--- src/rtl/vc_credit_recv_queue_if.sv ---
// rtl/vc_credit_recv_queue_if.sv - credited upstream link plus val/rdy downstream link
interface vc_credit_recv_queue_if #(
  parameter int p_msg_nbits = 32
);
  logic                   in_val;
  logic [p_msg_nbits-1:0] in_msg;
  logic                   credit_ret;
  logic                   out_val;
  logic                   out_rdy;
  logic [p_msg_nbits-1:0] out_msg;

  modport master (
    output in_val, in_msg, out_rdy,
    input  credit_ret, out_val, out_msg
  );

  modport slave (
    input  in_val, in_msg, out_rdy,
    output credit_ret, out_val, out_msg
  );
endinterface

--- src/rtl/vc_credit_recv_queue.sv ---
// rtl/vc_credit_recv_queue.sv - credit-returning receive FIFO with initial credit grant
module vc_credit_recv_queue #(
  parameter int p_msg_nbits   = 32,
  parameter int p_num_entries = 4,
  parameter int p_cnt_nbits   = 3
) (
  input  logic                   clk,
  input  logic                   reset,
  vc_credit_recv_queue_if.slave  link,
  output logic [p_cnt_nbits-1:0] count,
  output logic                   init_done,
  output logic                   overflow
);
  localparam int p_ptr_nbits = (p_num_entries > 1) ? $clog2(p_num_entries) : 1;
  localparam logic [p_ptr_nbits-1:0] last_ptr   = p_ptr_nbits'(p_num_entries - 1);
  localparam logic [p_cnt_nbits-1:0] last_grant = p_cnt_nbits'(p_num_entries - 1);
  localparam logic [p_cnt_nbits-1:0] full_cnt   = p_cnt_nbits'(p_num_entries);

  typedef enum logic {st_init, st_run} state_t;

  state_t                 state, state_next;
  logic [p_cnt_nbits-1:0] grant_cnt, grant_cnt_next;
  logic                   credit_init;
  logic                   credit_run_q;
  logic [p_msg_nbits-1:0] mem [p_num_entries];
  logic [p_ptr_nbits-1:0] head, tail;
  logic                   full, fire, enq;

  function automatic logic [p_ptr_nbits-1:0] next_ptr(input logic [p_ptr_nbits-1:0] p);
    return (p == last_ptr) ? '0 : p + 1'b1;
  endfunction

  always_ff @(posedge clk) begin
    if (reset) begin
      state     <= st_init;
      grant_cnt <= '0;
    end else begin
      state     <= state_next;
      grant_cnt <= grant_cnt_next;
    end
  end

  // One credit per INIT cycle; leave INIT after the p_num_entries-th pulse.
  always_comb begin
    state_next     = state;
    grant_cnt_next = grant_cnt;
    credit_init    = 1'b0;
    case (state)
      st_init: begin
        credit_init    = 1'b1;
        grant_cnt_next = grant_cnt + 1'b1;
        if (grant_cnt == last_grant) state_next = st_run;
      end
      st_run: begin
        state_next = st_run;
      end
    endcase
  end

  assign init_done       = (state == st_run);
  assign full            = (count == full_cnt);
  assign link.out_val    = (count != '0) & init_done;
  assign link.out_msg    = mem[head];
  assign fire            = link.out_val & link.out_rdy;
  assign enq             = link.in_val & (~full | fire);
  // Reset gates the INIT credit so no pulse leaks while reset is held.
  assign link.credit_ret = (credit_init | credit_run_q) & ~reset;

  always_ff @(posedge clk) begin
    if (reset) begin
      head         <= '0;
      tail         <= '0;
      count        <= '0;
      overflow     <= 1'b0;
      credit_run_q <= 1'b0;
    end else begin
      credit_run_q <= fire;
      if (enq)  tail <= next_ptr(tail);
      if (fire) head <= next_ptr(head);
      if (enq & ~fire)      count <= count + 1'b1;
      else if (fire & ~enq) count <= count - 1'b1;
      if (link.in_val & ~enq) overflow <= 1'b1;
    end
  end

  always_ff @(posedge clk) begin
    if (reset) begin
      for (int i = 0; i < p_num_entries; i++) mem[i] <= '0;
    end else if (enq) begin
      mem[tail] <= link.in_msg;
    end
  end
endmodule

--- src/flat_wrapper.sv ---
// flat-port wrapper written by rule: the top's interface ports become plain ports
module vc_credit_recv_queue_flat 
#(
  parameter int p_msg_nbits   = 32,
  parameter int p_num_entries = 4,
  parameter int p_cnt_nbits   = 3
)
  (clk, reset, count, init_done, overflow, link_in_val, link_in_msg, link_out_rdy, link_credit_ret, link_out_val, link_out_msg);
  vc_credit_recv_queue_if #(.p_msg_nbits(p_msg_nbits)) link_i ();
  input  logic clk;
  input  logic reset;
  output logic [p_cnt_nbits-1:0] count;
  output logic init_done;
  output logic overflow;
  input wire logic [$bits(link_i.in_val)-1:0] link_in_val;
  input wire logic [$bits(link_i.in_msg)-1:0] link_in_msg;
  input wire logic [$bits(link_i.out_rdy)-1:0] link_out_rdy;
  output wire logic [$bits(link_i.credit_ret)-1:0] link_credit_ret;
  output wire logic [$bits(link_i.out_val)-1:0] link_out_val;
  output wire logic [$bits(link_i.out_msg)-1:0] link_out_msg;
  assign link_i.in_val = link_in_val;
  assign link_i.in_msg = link_in_msg;
  assign link_i.out_rdy = link_out_rdy;
  assign link_credit_ret = link_i.credit_ret;
  assign link_out_val = link_i.out_val;
  assign link_out_msg = link_i.out_msg;
  vc_credit_recv_queue #(.p_msg_nbits(p_msg_nbits), .p_num_entries(p_num_entries), .p_cnt_nbits(p_cnt_nbits)) u_core (.clk(clk), .reset(reset), .link(link_i), .count(count), .init_done(init_done), .overflow(overflow));
endmodule
--- config.mk ---
export PLATFORM = sky130hd
export DESIGN_NAME = vc_credit_recv_queue_flat
export DESIGN_NICKNAME = d
export VERILOG_FILES = /design/src/rtl/vc_credit_recv_queue_if.sv /design/src/rtl/vc_credit_recv_queue.sv /design/src/flat_wrapper.sv
export SDC_FILE = /design/constraint.sdc
export NUM_CORES = 1
export LEC_CHECK = 0
export BUFFER_PORTS_ARGS = -buffer_cell sky130_fd_sc_hd__buf_2
export CORE_UTILIZATION = 25
export CTS_BUF_LIST = sky130_fd_sc_hd__clkbuf_4 sky130_fd_sc_hd__clkbuf_8
export DETAILED_ROUTE_END_ITERATION = 16
export GPL_TIMING_DRIVEN = 0
export PLACE_DENSITY = 0.48
export SYNTH_ARGS = -nofsm -noshare
export SYNTH_HDL_FRONTEND = slang
export SYNTH_SLANG_ARGS = --single-unit
--- constraint.sdc ---
create_clock -name clk -period 7.4 [get_ports clk]
set_input_delay 0.74 -clock clk [delete_from_list [all_inputs] [get_ports clk]]
set_output_delay 0.74 -clock clk [all_outputs]
set_load 0.02 [all_outputs]
Word-level counts from Yosys, hierarchy flattened
Memory sizes are Yosys's and may differ from the RTL's. A register that Yosys moved wholly into a read port is not among the register bits.
Cells that the tools add are included.
Cells by class
  $add $sub $neg: 5
  equal/unequal tests: 4
  muxes and demuxes: 17
  bitwise operators: 14
  reductions and logical operators: 3
Operator list (number)
  $mux 32: 1
  $reduce_or 32->1: 1
  $mux 2: 5
  $mux 1: 8
  $and 1x1->1: 7
  $add 3x1->3 const B: 2
  $mux 3: 2
  $not 1->1: 5
  $add 2x1->2 const B: 2
  $eq 2x2->1 const B: 2
  $eq 3x2->1 const B: 1
  $eq 3x3->1 const B: 1
  $reduce_bool 3->1: 1
  $sub 3x1->3 const B: 1
  $or 1x1->1: 2
  $pmux 1 s2: 1
  $reduce_bool 2->1: 1
Word-level totals
  bits in registers: 13
  RAM bits: 128
  input bits: 36
  output and inout port bits: 39
  word-level logic and storage cells: 51
  memories kept: 1
Memory list
  u_core.mem: depth 4, bits a word 32, read ports 1, clocked after memory_dff 1, wr ports 4, RTL line vc_credit_recv_queue.sv:25  | logic [p_msg_nbits-1:0] mem [p_num_entries];

Longest topological paths before layout
  depth in word-level cells: 10
  mapped depth: 10
  gate-level depth less buffers: 9

Worst setup path after synthesis
No wires, ideal clock.
  path type: input port to flip-flop
  start point: input port link_out_rdy
  end point: memory u_core.mem[0][0] (enable)
  library setup time: 470 ps
  arrival: 3438 ps
  required time: 6930 ps
  path slack: 3492 ps
  cell stages on the path: 3
  path buffers: 0
  path through: and2_1 o21ai_2 o31ai_1
RTL lines
  from (decl): RTL line flat_wrapper.sv:17  | input wire logic [$bits(link_i.out_rdy)-1:0] link_out_rdy;
  to (decl): RTL line vc_credit_recv_queue.sv:25

==> flow_metrics.py <==
metrics = {
    "sta": {
        "fin_crit_sh": 0.4075,
        "worst_pin_slew_ns": 1.084,
        "hold_violations": 0,
        "drv_slew": 0,
        "setup_violations": 0,
        "whs_ns": 0.4804,
        "rsz0062_at_grt": "false",
        "finalClockSkew_ns": 0.01120,
        "max_freq_mhz": 331.6,
        "relSlewSlack": 0.2773,
        "period_needed_ns": 3.016,
        "tns_ns": 0,
    },
    "worst_hold_path": {
        "hold-path-endpoint": "u_core.overflow$_SDFFE_PP0P_",
        "hold_start": "u_core.overflow$_SDFFE_PP0P_",
        "hold_path.class": "reg -> reg",
        "hold_depth": 1,
    },
    "clock_tree": {
        "htreeDepth": 4,
        "cts_tree": "built",
        "cts.reportedPaths.clkPinSlew_ns": 0.08,
        "ctsResizeCount": 0,
        "clock_latency_ns": 0.44,
        "cts_hold_buffers": 0,
        "cts-buffers-inserted": 17,
        "clock_path_buffers": 2,
        "post_cts_buffers": 0,
        "cts-root-buf": "clkbuf_8",
        "cts_sinks": 143,
    },
    "synthesis": {
        "ys_types": 39,
        "synth_flop_cell": "edfxtp_1",
        "ys_async_sr_fraction": 0,
        "synth.area.mux_share": 0.1191,
        "synth_xor_area_frac": 0.004170,
        "synth_edf_count": 128,
        "synth_cells": 391,
        "synth_compound_area_frac": 0.03276,
        "synth_top_family_by_area": "simple AND/OR/NAND/NOR gates",
        "synthAdderAreaFrac": 0.01311,
        "seq_area_frac_synth": 0.6577,
        "yosys_warnings": 0,
        "syn-num-nets": 433,
        "ys_seq_elements": 143,
        "syn_area_per_cell_sq_um": 16.12,
        "synth_area_sq_um": 6301,
        "synth-simple-area-share": 0.1511,
    },
    "worst_setup_path": {
        "rr_startpoint": "u_core.count[0]$_SDFFE_PP0P_",
        "crit_chain": "clkbuf_1 -> buf_2 -> mux4_2 -> buf_2",
        "critPathMaxStageDelay_ns": 0.60,
        "cp_max_fo": 10,
        "slowest_stage": "mux4_2",
        "reg2reg_to": "u_core.count[2]$_SDFFE_PP0P_",
        "cp.arrival_ns": 2.28,
        "start_kind": "flop",
        "worstPathRequired_ns": 6.66,
        "crit_type": "reg -> out",
        "end_kind": "output port",
        "r2r_slack_ns": 4.85,
        "r2r_cells": 9,
        "cp_common_cell": "buf_2",
    },
    "grt": {
        "grt-ovfl-total": 0,
        "grt_pass1_vias": 3773,
        "grt_util_all_layers": 0.1191,
        "grt_pass1_wl_um": 22070,
        "grt_max_degree": 33,
        "grt_antenna_before_repair": 2,
    },
    "drt": {
        "ant_nets": 0,
        "drc": 0,
        "route.final.wire_length_um": 14540,
        "wl_per_cell_um": 17.60,
        "vias_per_cell": 4.295,
        "vias": 3548,
        "first_iter_violations": 225,
        "dr.pass1.iters": 4,
    },
    "placement": {
        "gp_congestion": 0.6898,
        "dp_hpwl_um": 9489,
        "placed_cells": 793,
        "io_buffers": 73,
    },
    "floorplanning": {
        "rows": 57,
        "start_util": 0.2568,
        "die_w_um": 160.8,
        "die_h_um": 160.8,
        "core_area_sq_um": 24530,
        "num_io_pins": 75,
        "dieArea_sq_um": 25840,
    },
    "final_layout": {
        "seqCellArea_sq_um": 4144,
        "final_cells": 826,
        "n_fill_cell": 2467,
        "area.growth.synth_to_final_pct": 21.35,
        "multiInputGateArea_sq_um": 2057,
        "drive_gt1_frac": 0.3373,
        "fin_nets": 530,
    },
    "run_status": {
        "status": "finished, final reports clean",
    },
    "power_and_ir_drop": {
        "irDropWorstVdd_uv": 150.9,
        "leakagePower_nw": 2.871,
        "pwr_density_cell_nw_per_um2": 266.9,
    },
    "flow_run": {
        "cap_violations": 0,
    },
}
==> worst max-delay path by stage <==
| stage | startpoint | to | cells after the start |
|---|---|---|---|
| after CTS | flop | link_out_msg[21] | 4 |
| final | flop | link_out_msg[24] | 4 |
| after detailed placement | link_out_rdy | u_core.mem[1][12]$_SDFFCE_PN0P_ | 5 |
| after global routing | flop | link_out_msg[21] | 4 |
| after floorplan | link_out_rdy | u_core.mem[0][0]$_SDFFCE_PN0P_ | 3 |
| after global placement | link_out_rdy | u_core.mem[0][12]$_SDFFCE_PN0P_ | 4 |
==> placed cells by master (no fill, tap or decap), types with 5 or more instances in the layout <==
cell / count
and2_1: 129
buf_2: 78
clkbuf_2: 10
clkbuf_8: 17
dfxtp_1: 15
edfxtp_1: 128
ha_1: 5
inv_1: 7
mux4_2: 32
nor2_1: 11
==> sequential cells by signal, summed over array words and instances, names as in the netlist, named ones only <==
signal and count:
u_core.head 2, u_core.tail 2, u_core.overflow 1, u_core.mem 128, u_core.grant_cnt 3, u_core.init_done 1
u_core.count 3, u_core.credit_run_q 1
==> per-layer routing <==
| layer | GRT usage | vias to the layer above | wire length [um] |
|---|---|---|---|
| li1 | - | 1649 | - |
| met1 | 0.1462 | 1787 | 6338 |
| met2 | 0.2003 | 93 | 7246 |
| met3 | 0.03719 | 17 | 782 |
| met4 | 0.03516 | 2 | 164 |
| met5 | 0 | - | 8 |
==> power breakdown <==
part           switching [mW]  total, mW  leakage, nW  internal [mW]
logic                   0.219      0.372         1.22          0.154
clock network           0.305      0.635        0.189          0.331
registers              0.0417       1.03         1.46          0.992
total                   0.565       2.04         2.87           1.48
==> area by class of cell <==
type / instances / area share
clock inverter: 15 / 0.02209
multi-input combinational: 219 / 0.2690
timing repair buffer: 78 / 0.06480
sequential: 143 / 0.5420
antenna: 1 / 0.0003273
tap: 324 / 0.05302
clock buffer: 17 / 0.03060
inverter: 7 / 0.003436
buffer: 22 / 0.01473
==> worst max-delay path: cells and delay by family (launching register included) <==
kind                   cells  cell delay, ns
buffers and inverters      3            0.91
flip-flops                 1            0.31
multiplexers               1            0.60
==> synthesized netlist by cell type, types with 4 or more instances <==
cell      count  area share
clkbuf_1      4      0.0024
and2_1      129        0.13
a21oi_1       4      0.0032
ha_1          5      0.0099
clkbuf_2     10      0.0079
mux4_2       32        0.11
dfxtp_1      15       0.048
buf_2         5      0.0040
inv_1         7      0.0042
nor2_1       11      0.0066
edfxtp_1    128        0.61
==> through the flow <==
stage          total power, mW  cell area, sq um  setup WS, ns    util
6_report                 2.041              7646         4.384  0.3117
5_1_grt                  2.139              7644         4.188  0.3116
4_1_cts                  2.074              7644         4.246  0.3116
3_5_place_dp             1.436              7241         4.684  0.2951
3_3_place_gp             1.404              7072        0.8249  0.2883
2_1_floorplan            1.276              6301         3.492       -
==> logic make-up (layout without fill, tap and decap cells) <==
kind of cell               count (synthesis)  count (layout)
other                                      0               1
DFF                                      143             143
and+or+nand+nor                          155             155
xor gates and xnor gates                   3               3
adders and majority gates                  6               6
buffers and inverters                     29             139
muxes                                     35              35
AOI/OAI and AO/OA                         20              20
No activity file was read; power rests on OpenSTA's default activity.
